## src/rtl/bin2bcd_converter.sv

```systemverilog
// bin2bcd_converter: sequential binary-to-BCD converter (shift-and-add-3,
// one input bit per clock). Takes the multiplier product and produces a
// packed BCD word, a sign flag and a significant-digit count for the
// display window. Handshake is start/busy/done.
//
// Optional build macro: BCD_SIGNED_EN
//   defined   -> bin_in is two's complement; magnitude is converted and the
//                sign is reported on 'sign'.
//   undefined -> bin_in is unsigned; 'sign' is tied low and no negation
//                logic exists.
module bin2bcd_converter #(
  parameter int WIDTH  = 16,
  parameter int DIGITS = 5
) (
  input  logic                  clk,
  input  logic                  flg,
  input  logic                  start,
  input  logic [WIDTH-1:0]      bin_in,
  output logic [4*DIGITS-1:0]   bcd_out,
  output logic                  sign,
  output logic [2:0]            ndigits,
  output logic                  busy,
  output logic                  done
);

  localparam int BW    = 4 * DIGITS;
  localparam int CNT_W = $clog2(WIDTH + 1);

  localparam logic [1:0] S_IDLE   = 2'd0;
  localparam logic [1:0] S_SHIFT  = 2'd1;
  localparam logic [1:0] S_FINISH = 2'd2;

  logic [1:0]       state_q, state_d;
  logic [WIDTH-1:0] shreg_q, shreg_d;
  logic [BW-1:0]    scratch_q, scratch_d;
  logic [CNT_W-1:0] cnt_q, cnt_d;
  logic [BW-1:0]    bcd_q, bcd_d;
  logic [2:0]       ndig_q, ndig_d;
  logic             busy_q, busy_d;
  logic             done_q, done_d;

  logic [WIDTH-1:0] magnitude;
  logic [BW-1:0]    adj;
  logic [2:0]       ndig_calc;

`ifdef BCD_SIGNED_EN
  logic sign_cap_q, sign_cap_d;
  logic sign_q, sign_d;

  // Two's complement negation in WIDTH bits; the most negative value maps
  // onto itself, which read unsigned is exactly its magnitude.
  assign magnitude = bin_in[WIDTH-1] ? (~bin_in + WIDTH'(1)) : bin_in;

  // Capture the sign at start, publish it together with the BCD result.
  always_comb begin
    sign_cap_d = sign_cap_q;
    sign_d     = sign_q;
    if (state_q == S_IDLE && start) begin
      sign_cap_d = bin_in[WIDTH-1];
    end
    if (state_q == S_FINISH) begin
      sign_d = sign_cap_q;
    end
  end

  // Sign registers, cleared by reset.
  always_ff @(posedge clk or posedge flg) begin
    if (flg) begin
      sign_cap_q <= 1'b0;
      sign_q     <= 1'b0;
    end else begin
      sign_cap_q <= sign_cap_d;
      sign_q     <= sign_d;
    end
  end

  assign sign = sign_q;
`else
  assign magnitude = bin_in;
  assign sign      = 1'b0;
`endif

  // Per-digit add-3 correction; a corrected digit is at most 12, so the
  // following shift never overflows a nibble and no inter-digit carry exists.
  generate
    for (genvar gi = 0; gi < DIGITS; gi++) begin : g_adj
      assign adj[gi*4 +: 4] = (scratch_q[gi*4 +: 4] >= 4'd5)
                              ? scratch_q[gi*4 +: 4] + 4'd3
                              : scratch_q[gi*4 +: 4];
    end
  endgenerate

  // Significant-digit count: position of the highest nonzero digit plus one,
  // with a floor of 1 so that zero still shows one digit.
  always_comb begin
    ndig_calc = 3'd1;
    for (int i = 1; i < DIGITS; i++) begin
      if (scratch_q[i*4 +: 4] != 4'd0) begin
        ndig_calc = 3'(i + 1);
      end
    end
  end

  // Next-state logic for the IDLE -> SHIFT x WIDTH -> FINISH sequence.
  always_comb begin
    state_d   = state_q;
    shreg_d   = shreg_q;
    scratch_d = scratch_q;
    cnt_d     = cnt_q;
    bcd_d     = bcd_q;
    ndig_d    = ndig_q;
    busy_d    = busy_q;
    done_d    = 1'b0;
    case (state_q)
      S_IDLE: begin
        if (start) begin
          shreg_d   = magnitude;
          scratch_d = '0;
          cnt_d     = '0;
          busy_d    = 1'b1;
          state_d   = S_SHIFT;
        end
      end
      S_SHIFT: begin
        {scratch_d, shreg_d} = {adj[BW-2:0], shreg_q, 1'b0};
        cnt_d = cnt_q + CNT_W'(1);
        if (cnt_q == CNT_W'(WIDTH - 1)) begin
          state_d = S_FINISH;
        end
      end
      S_FINISH: begin
        bcd_d   = scratch_q;
        ndig_d  = ndig_calc;
        done_d  = 1'b1;
        busy_d  = 1'b0;
        state_d = S_IDLE;
      end
      default: begin
        state_d = S_IDLE;
      end
    endcase
  end

  // State and datapath registers; reset aborts any conversion in flight.
  always_ff @(posedge clk or posedge flg) begin
    if (flg) begin
      state_q   <= S_IDLE;
      shreg_q   <= '0;
      scratch_q <= '0;
      cnt_q     <= '0;
      bcd_q     <= '0;
      ndig_q    <= 3'd1;
      busy_q    <= 1'b0;
      done_q    <= 1'b0;
    end else begin
      state_q   <= state_d;
      shreg_q   <= shreg_d;
      scratch_q <= scratch_d;
      cnt_q     <= cnt_d;
      bcd_q     <= bcd_d;
      ndig_q    <= ndig_d;
      busy_q    <= busy_d;
      done_q    <= done_d;
    end
  end

  assign bcd_out = bcd_q;
  assign ndigits = ndig_q;
  assign busy    = busy_q;
  assign done    = done_q;

endmodule

```

## config.mk

```make
export PLATFORM = sky130hd
export DESIGN_NAME = bin2bcd_converter
export DESIGN_NICKNAME = d
export VERILOG_FILES = /design/src/rtl/bin2bcd_converter.sv
export SDC_FILE = /design/constraint.sdc
export NUM_CORES = 1
export LEC_CHECK = 0
export ABC_AREA = 1
export ABC_CLOCK_PERIOD_IN_PS = 3350
export BUFFER_PORTS_ARGS = -buffer_cell sky130_fd_sc_hd__buf_4
export CELL_PAD_IN_SITES_DETAIL_PLACEMENT = 0
export CELL_PAD_IN_SITES_GLOBAL_PLACEMENT = 2
export CORE_MARGIN = 1
export CORE_UTILIZATION = 36
export DETAILED_ROUTE_END_ITERATION = 12
export MAX_ROUTING_LAYER = met4
export PLACE_DENSITY_LB_ADDON = 0.2
export SLEW_MARGIN = 20
export SYNTH_ARGS = -nofsm -noshare
export SYNTH_HDL_FRONTEND = slang
export SYNTH_SLANG_ARGS = --single-unit
```

## constraint.sdc

```tcl
create_clock -name clk -period 3.35 [get_ports clk]
set_clock_uncertainty 0.05 [all_clocks]
set_input_delay 0.1675 -clock clk [delete_from_list [all_inputs] [get_ports clk]]
set_output_delay 0.1675 -clock clk [all_outputs]
set_load 0.02 [all_outputs]
```

==> results of run 1 <==
==> cells in the final DEF, fill, tap and decap left out, types with 2 or more instances in the layout <==
master | synthesis | layout
a21oi_1 | 4 | 4
nand4_1 | 11 | 11
o21ai_0 | 38 | 38
inv_1 | 36 | 35
nor2_4 | 2 | 2
clkbuf_8 | 0 | 11
dfrtp_1 | 67 | 67
clkbuf_1 | 1 | 2
inv_2 | 2 | 3
nand2_4 | 2 | 2
nor2_1 | 15 | 15
ha_1 | 13 | 13
nand2_1 | 144 | 144
dlygate4sd3_1 | 0 | 13
inv_4 | 2 | 2
buf_4 | 3 | 45
nand3_1 | 43 | 43
clkinv_2 | 0 | 2
==> cell usage after synthesis <==
cell,instances,area share
buf_4,3,0.0069
nand3_1,43,0.066
clkbuf_1,1,0.0011
nand4_1,11,0.021
inv_1,36,0.041
a21oi_1,4,0.0061
ha_1,13,0.050
nor2_1,15,0.017
nor2_4,2,0.0069
buf_2,3,0.0046
buf_6,5,0.017
inv_2,2,0.0023
dfstp_2,1,0.0080
o22ai_1,1,0.0019
o21ai_0,38,0.058
nand2_1,144,0.17
o21a_1,1,0.0023
inv_4,2,0.0038
nand2_4,2,0.0069
dfrtp_1,67,0.51
conb_1,1,0.0011
==> cell type report <==
cell class | count | share of cell area
inverters | 40 | 0.0393
multi-input cells | 275 | 0.334
repair buffers | 58 | 0.119
well taps | 108 | 0.0342
flip-flops and latches | 68 | 0.432
clock inverters | 2 | 0.00254
clock buffers | 13 | 0.0403
==> worst reg2reg max path, cell delays in order (launching register included) <==
cell and delay [ps]:
dfrtp_1 480, nor2_4 80, inv_2 450, nor2_1 180
nand3_1 120, nand2_1 50
==> metal layers <==
layer	GRT usage	wire (µm)
met1	0.222	3530
met2	0.253	3230
met3	0.0302	212
met4	0.0611	80
met5	-	0
==> cell families (layout without fill, tap and decap cells) <==
logic type	count (synthesis)	count (layout)	share of synthesized area
flip-flops	68	68	0.520
AO/OA/AOI/OAI	44	44	0.0685
buffers and inverters	52	113	0.0772
other	1	1	0.00115
adder cells (fa/ha/maj)	13	13	0.0497
AND/OR/NAND/NOR	217	217	0.283
==> where the power goes <==
group	internal (mW)	switching, mW
clock	0.304	0.303
combinational	0.516	0.878
sequential	1.12	0.209
total	1.94	1.39
==> state kept, by name, indices dropped and copies added (netlist names) <==
signal	flops
state_q	2
busy	1
bcd_out	20
shreg_q	16
ndigits	3
scratch_q	20
cnt_q	5
done	1
==> repair_timing <==
item | 4_1_cts | 5_1_grt
setup buffers | 0 | 0
hold endpoints to repair | 44 | 1
hold buffers | 12 | 1
==> worst max path at each step <==
stage,end,slack (ps),cells after the start
after floorplan,bcd_out[0],1420,1
after global placement,ndigits[1],1830,5
after detailed placement,ndigits[1],1810,5
after CTS,ndigits[1],1800,5
after global routing,ndigits[1],1660,5
final,ndigits[1],1840,5
==> flow_summary.yaml, run 1 <==
sta:
  finalMaxSlewViolations: 0
  finalSetupViolCount: 0
  fmax_mhz: 663
  rsz0062_at_grt: "false"
  timing.slew.headroom: 0.498
  setup_ws_ps: 1840
  tightest_slew_ps: 752
  whs_ps: 5.66
  finalSetupTns_ps: 0
  min_period_over_period: 0.450
  hold_viol: 0
  min_period_ps: 1510
logic_synthesis:
  synth_seq_area_share: 0.520
  synth_seq_cells: 68
  avgSynthCellArea_um2: 8.28
  yosysWarnings: 0
  syn-num-nets: 427
  syn_area_mm2: 0.00327
  synth.distinct_cells: 21
  syn_inst: 395
job:
  maxCapViolations: 0
detailed_routing:
  vias: 2672
  post_drt_wl_per_cell_um: 12.5
  first_iter_violations: 109
  antenna_left: 0
  drcViolationCount: 0
  drt-total-wl_um: 7050
  drt-pass1-iter-count: 4
  viasPerCell: 4.74
worst_setup_path:
  critPathSlowestCell: "dfrtp_1"
  cp-end-kind: "flip-flop"
  crit_path_max_incr_delay_ps: 480
  worstPathRequired_ps: 3530
  rr_worst_depth: 5
  r2r_start: "state_q[0]"
  startpoint: "state_q[0]"
  reg2reg_setup_slack_ps: 1840
  path_class: "reg -> reg"
  reg2reg_to: "ndigits[1]"
  worstPathCellList: "nor2_4 -> inv_2 -> nor2_1 -> nand3_1 -> nand2_1"
  critPathBufInv: 1
  cp.arrival_ps: 1690
  start_kind: "flip-flop"
  critical-path-top-delay-family: "flip-flops"
  critPathMaxFanout: 43
grt:
  grt_pass1_vias: 2591
  grt_pass1_wl_um: 12300
  grt.overflow.total: 0
  grt_start_max_net_pins: 44
  grt_antenna_before_repair: 0
  grt.total_usage: 0.166
die:
  die_w_um: 97.3
  initial_core_util: 0.373
  die_h_um: 97.3
  die_area_mm2: 0.00947
  coreArea_mm2: 0.00876
  num_rows: 34
  ioPinCount: 45
layout:
  fillers: 894
  drive_above_1_share: 0.149
  final_util: 0.450
  instances_no_fill: 564
  stdcell_area_mm2: 0.00395
  areaGrowthSynthToFinish_pct: 20.6
  seq_area_mm2: 0.00170
  final_nets: 484
  multiInputGateArea_mm2: 0.00132
  n_antenna_cell: 0
placement:
  place_area_mm2: 0.00365
  globalplace.congestion: 0.813
  dp.cells: 536
  io_buffer_count: 43
  post-place-ws_ps: 1810
  dp_hpwl_um: 4570
worst_hold_path:
  hold_start: "bin_in[15]"
  hold_end: "shreg_q[15]"
  min_path_cells: 3
  holdCritPathClass: "in -> reg"
status:
  status: "finished, final reports clean"
clock_network:
  clock_sinks: 68
  cts_tree: "built"
  cts_buffer_depth: 2
  ctsResizeCount: 0
  clkLatencyLatePin_ps: 330
  numCtsBuffers: 9
  clk_pin_slew_ps: 70
  cts_root_buf: "clkbuf_8"
  cts.htree.levels: 3
power:
  power_mw: 3.33
  ir_drop_mv: 0.280
  leakage_nw: 2.03
  powerDensity_mw_per_mm2: 844
No activity file was read; power rests on OpenSTA's default activity.
==> run 2: changes to the inputs <==
--- a/config.mk
+++ b/config.mk
@@ -5,13 +5,13 @@
 export SDC_FILE = /design/constraint.sdc
 export NUM_CORES = 1
 export LEC_CHECK = 0
-export ABC_AREA = 1
-export ABC_CLOCK_PERIOD_IN_PS = 3350
+export ABC_AREA = 0
+export ABC_CLOCK_PERIOD_IN_PS = 1500
 export BUFFER_PORTS_ARGS = -buffer_cell sky130_fd_sc_hd__buf_4
 export CELL_PAD_IN_SITES_DETAIL_PLACEMENT = 0
 export CELL_PAD_IN_SITES_GLOBAL_PLACEMENT = 2
 export CORE_MARGIN = 1
-export CORE_UTILIZATION = 36
+export CORE_UTILIZATION = 37
 export DETAILED_ROUTE_END_ITERATION = 12
 export MAX_ROUTING_LAYER = met4
 export PLACE_DENSITY_LB_ADDON = 0.2
==> constraint.sdc (replaced) <==
create_clock -name clk -period 1.5 [get_ports clk]
set_clock_uncertainty 0.05 [all_clocks]
set_input_delay 0.075 -clock clk [delete_from_list [all_inputs] [get_ports clk]]
set_output_delay 0.075 -clock clk [all_outputs]
set_load 0.02 [all_outputs]
==> run 2 against run 1 <==
  * Utilization is 7.2 points higher
  * Synthesized area is 0.11% higher
  * Synthesized cell count is 26% lower
  * Count of clock-buffer cells in the layout is 1 higher
  * Fmax is 5.4% higher
  * Critical path type unchanged
==> flow_summary.yaml, run 2 <==
logic_synthesis:
  yosysTopAreaCell: "dfrtp_1"
  synth.distinct_cells: 37
  synth_most_common_cell: "dfrtp_1"
  ys.flop_type: "dfrtp_1"
  yosysTopAreaCellShare: 0.512
  avgSynthCellArea_um2: 11.1
  synth_seq_area_share: 0.520
  syn_area_mm2: 0.00328
  syn-num-nets: 326
  synth-edff-count: 0
  async_flop_share: 1.00
  yosysWarnings: 0
  synth_seq_cells: 68
  syn_inst: 294
  synthTopCellsByCount: "67 x dfrtp_1, 26 x a21oi_1, 20 x mux2_2"
  synth.area.top_cells: "dfrtp_1 51%, mux2_2 6.9%, ha_1 5.0%"
grt:
  grt_pass1_vias: 2439
  grt_start_max_net_pins: 69
  grt_pass1_wl_um: 11800
  grt.total_usage: 0.175
  grt_antenna_before_repair: 0
  grt.overflow.total: 0
worst_setup_path:
  reg2reg_setup_slack_ps: 70
  start_kind: "flip-flop"
  startpoint: "scratch_q[16]"
  cp-end-kind: "flip-flop"
  worstPathRequired_ps: 1720
  cp.arrival_ps: 1660
  r2r_start: "scratch_q[16]"
  critPathMaxFanout: 3
  path_class: "reg -> reg"
sta:
  finalMaxSlewViolations: 0
  min_period_ps: 1430
  fmax_mhz: 699
  min_period_over_period: 0.954
  finalSetupViolCount: 0
  whs_ps: 209
  hold_viol: 0
status:
  status: "finished, final reports clean"
die:
  die_w_um: 96.1
  ioPinCount: 45
  num_rows: 33
  coreArea_mm2: 0.00838
  die_area_mm2: 0.00923
  initial_core_util: 0.391
  die_h_um: 96.1
power:
  leakage_nw: 2.02
  powerDensity_mw_per_mm2: 1710
  ir_drop_mv: 0.851
detailed_routing:
  drt-total-wl_um: 7240
  post_drt_wl_per_cell_um: 14.6
  vias: 2532
  drcViolationCount: 0
  antenna_left: 0
  first_iter_violations: 56
  drt-pass1-iter-count: 4
  viasPerCell: 5.12
layout:
  multiInputGateArea_mm2: 0.00146
  final_nets: 417
  areaGrowthSynthToFinish_pct: 33.6
  seq_area_mm2: 0.00170
  final_util: 0.522
  n_antenna_cell: 0
  layout_common_cells: "77 x buf_4, 67 x dfrtp_1, 20 x mux2_2, 20 x a21oi_1"
  layout_commonest_cell: "buf_4"
  drive_above_1_share: 0.354
  fillers: 757
clock_network:
  clkLatencyLatePin_ps: 330
  cts_root_buf: "clkbuf_8"
  numCtsBuffers: 9
  cts_buffer_depth: 2
  cts.htree.levels: 3
  cts_tree: "built"
  clk_pin_slew_ps: 70
  clock_sinks: 68
worst_hold_path:
  holdCritPathClass: "in -> reg"
  hold_start: "start"
placement:
  io_buffer_count: 43
  globalplace.congestion: 0.742
  dp_hpwl_um: 4730
job:
  maxCapViolations: 0
[run 2: cell count changes after synthesis, moves of 20 or more]
| cell | before | now |
|---|---|---|
| o21ai_0 | 38 | 13 |
| a21oi_1 | 4 | 26 |
| mux2_2 | 0 | 20 |
| nand3_1 | 43 | 1 |
| nand2_1 | 144 | 8 |
| inv_1 | 36 | 14 |
[run 2: area by class of cell]
type,instances,share of cell area
Clock inverter,2,0.00800
Inverter,14,0.0129
Clock buffer,14,0.0372
Timing Repair Buffer,98,0.189
Tap cell,105,0.0300
Multi-Input combinational cell,194,0.334
Sequential cell,68,0.389
[run 2: path summary, 6_finish.rpt]
| check | to | depth (start not counted) |
|---|---|---|
| worst min-delay path | scratch_q[0] | 5 |
| worst max register to register | scratch_q[18] | 5 |
| max in group asynchronous | bcd_out[1] | 4 |
| worst min register to register | cnt_q[2] | 1 |
| min in group asynchronous | bcd_out[7] | 4 |
| worst max-delay path | scratch_q[18] | 5 |
[run 2: timing repair]
item / CTS / global route
pin swaps: 0 / 8
hold buffers: 17 / 0
setup endpoints to repair: 6 / 8
hold endpoints to repair: 83 / 0
resized for setup: 7 / 13
setup buffers: 0 / 5
[run 2: cell families after synthesis]
kind of cell	Yosys count	share of synthesized area
adder cells (fa/ha/maj)	13	0.0497
flip-flops	68	0.520
XOR/XNOR	7	0.0187
AND/OR/NAND/NOR	51	0.0879
buffers and inverters	32	0.0512
other	1	0.00114
multiplexers	25	0.0840
AO/OA/AOI/OAI	97	0.188
[run 2: critical path, stage by stage (launching register included)]
cell and delay [ps]:
dfrtp_1 410, ha_2 190, nand2b_1 150, a21oi_2 200, mux2i_1 230, a22o_1 140
[run 2: routing by layer]
metal  track usage  part of all wire  vias up
li1              -                 -     1238
met1         0.236              0.51     1252
met2         0.260              0.45       32
met3        0.0284             0.024       10
met4        0.0784             0.015        0
met5             -                 0        -
[run 2: through the flow]
stage	total power [mW]	instance area (µm²)	setup TNS, ps	setup slack, ps	std cells
3_5_place_dp	5.74	3920	-69.5	-25.7	457
4_1_cts	7.40	4320	0	18.0	490
2_1_floorplan	4.66	3280	0	9.70	294
3_3_place_gp	5.68	3920	0	17.4	457
5_1_grt	8.02	4380	-21.4	-21.4	495
6_report	7.47	4380	0	68.5	495
[run 2: power by group]
part           internal, mW  leakage, nW  switching, mW
logic                  1.67         1.05           1.45
clock network         0.860        0.101          0.657
registers              2.35        0.860          0.490
total                  4.88         2.02           2.60
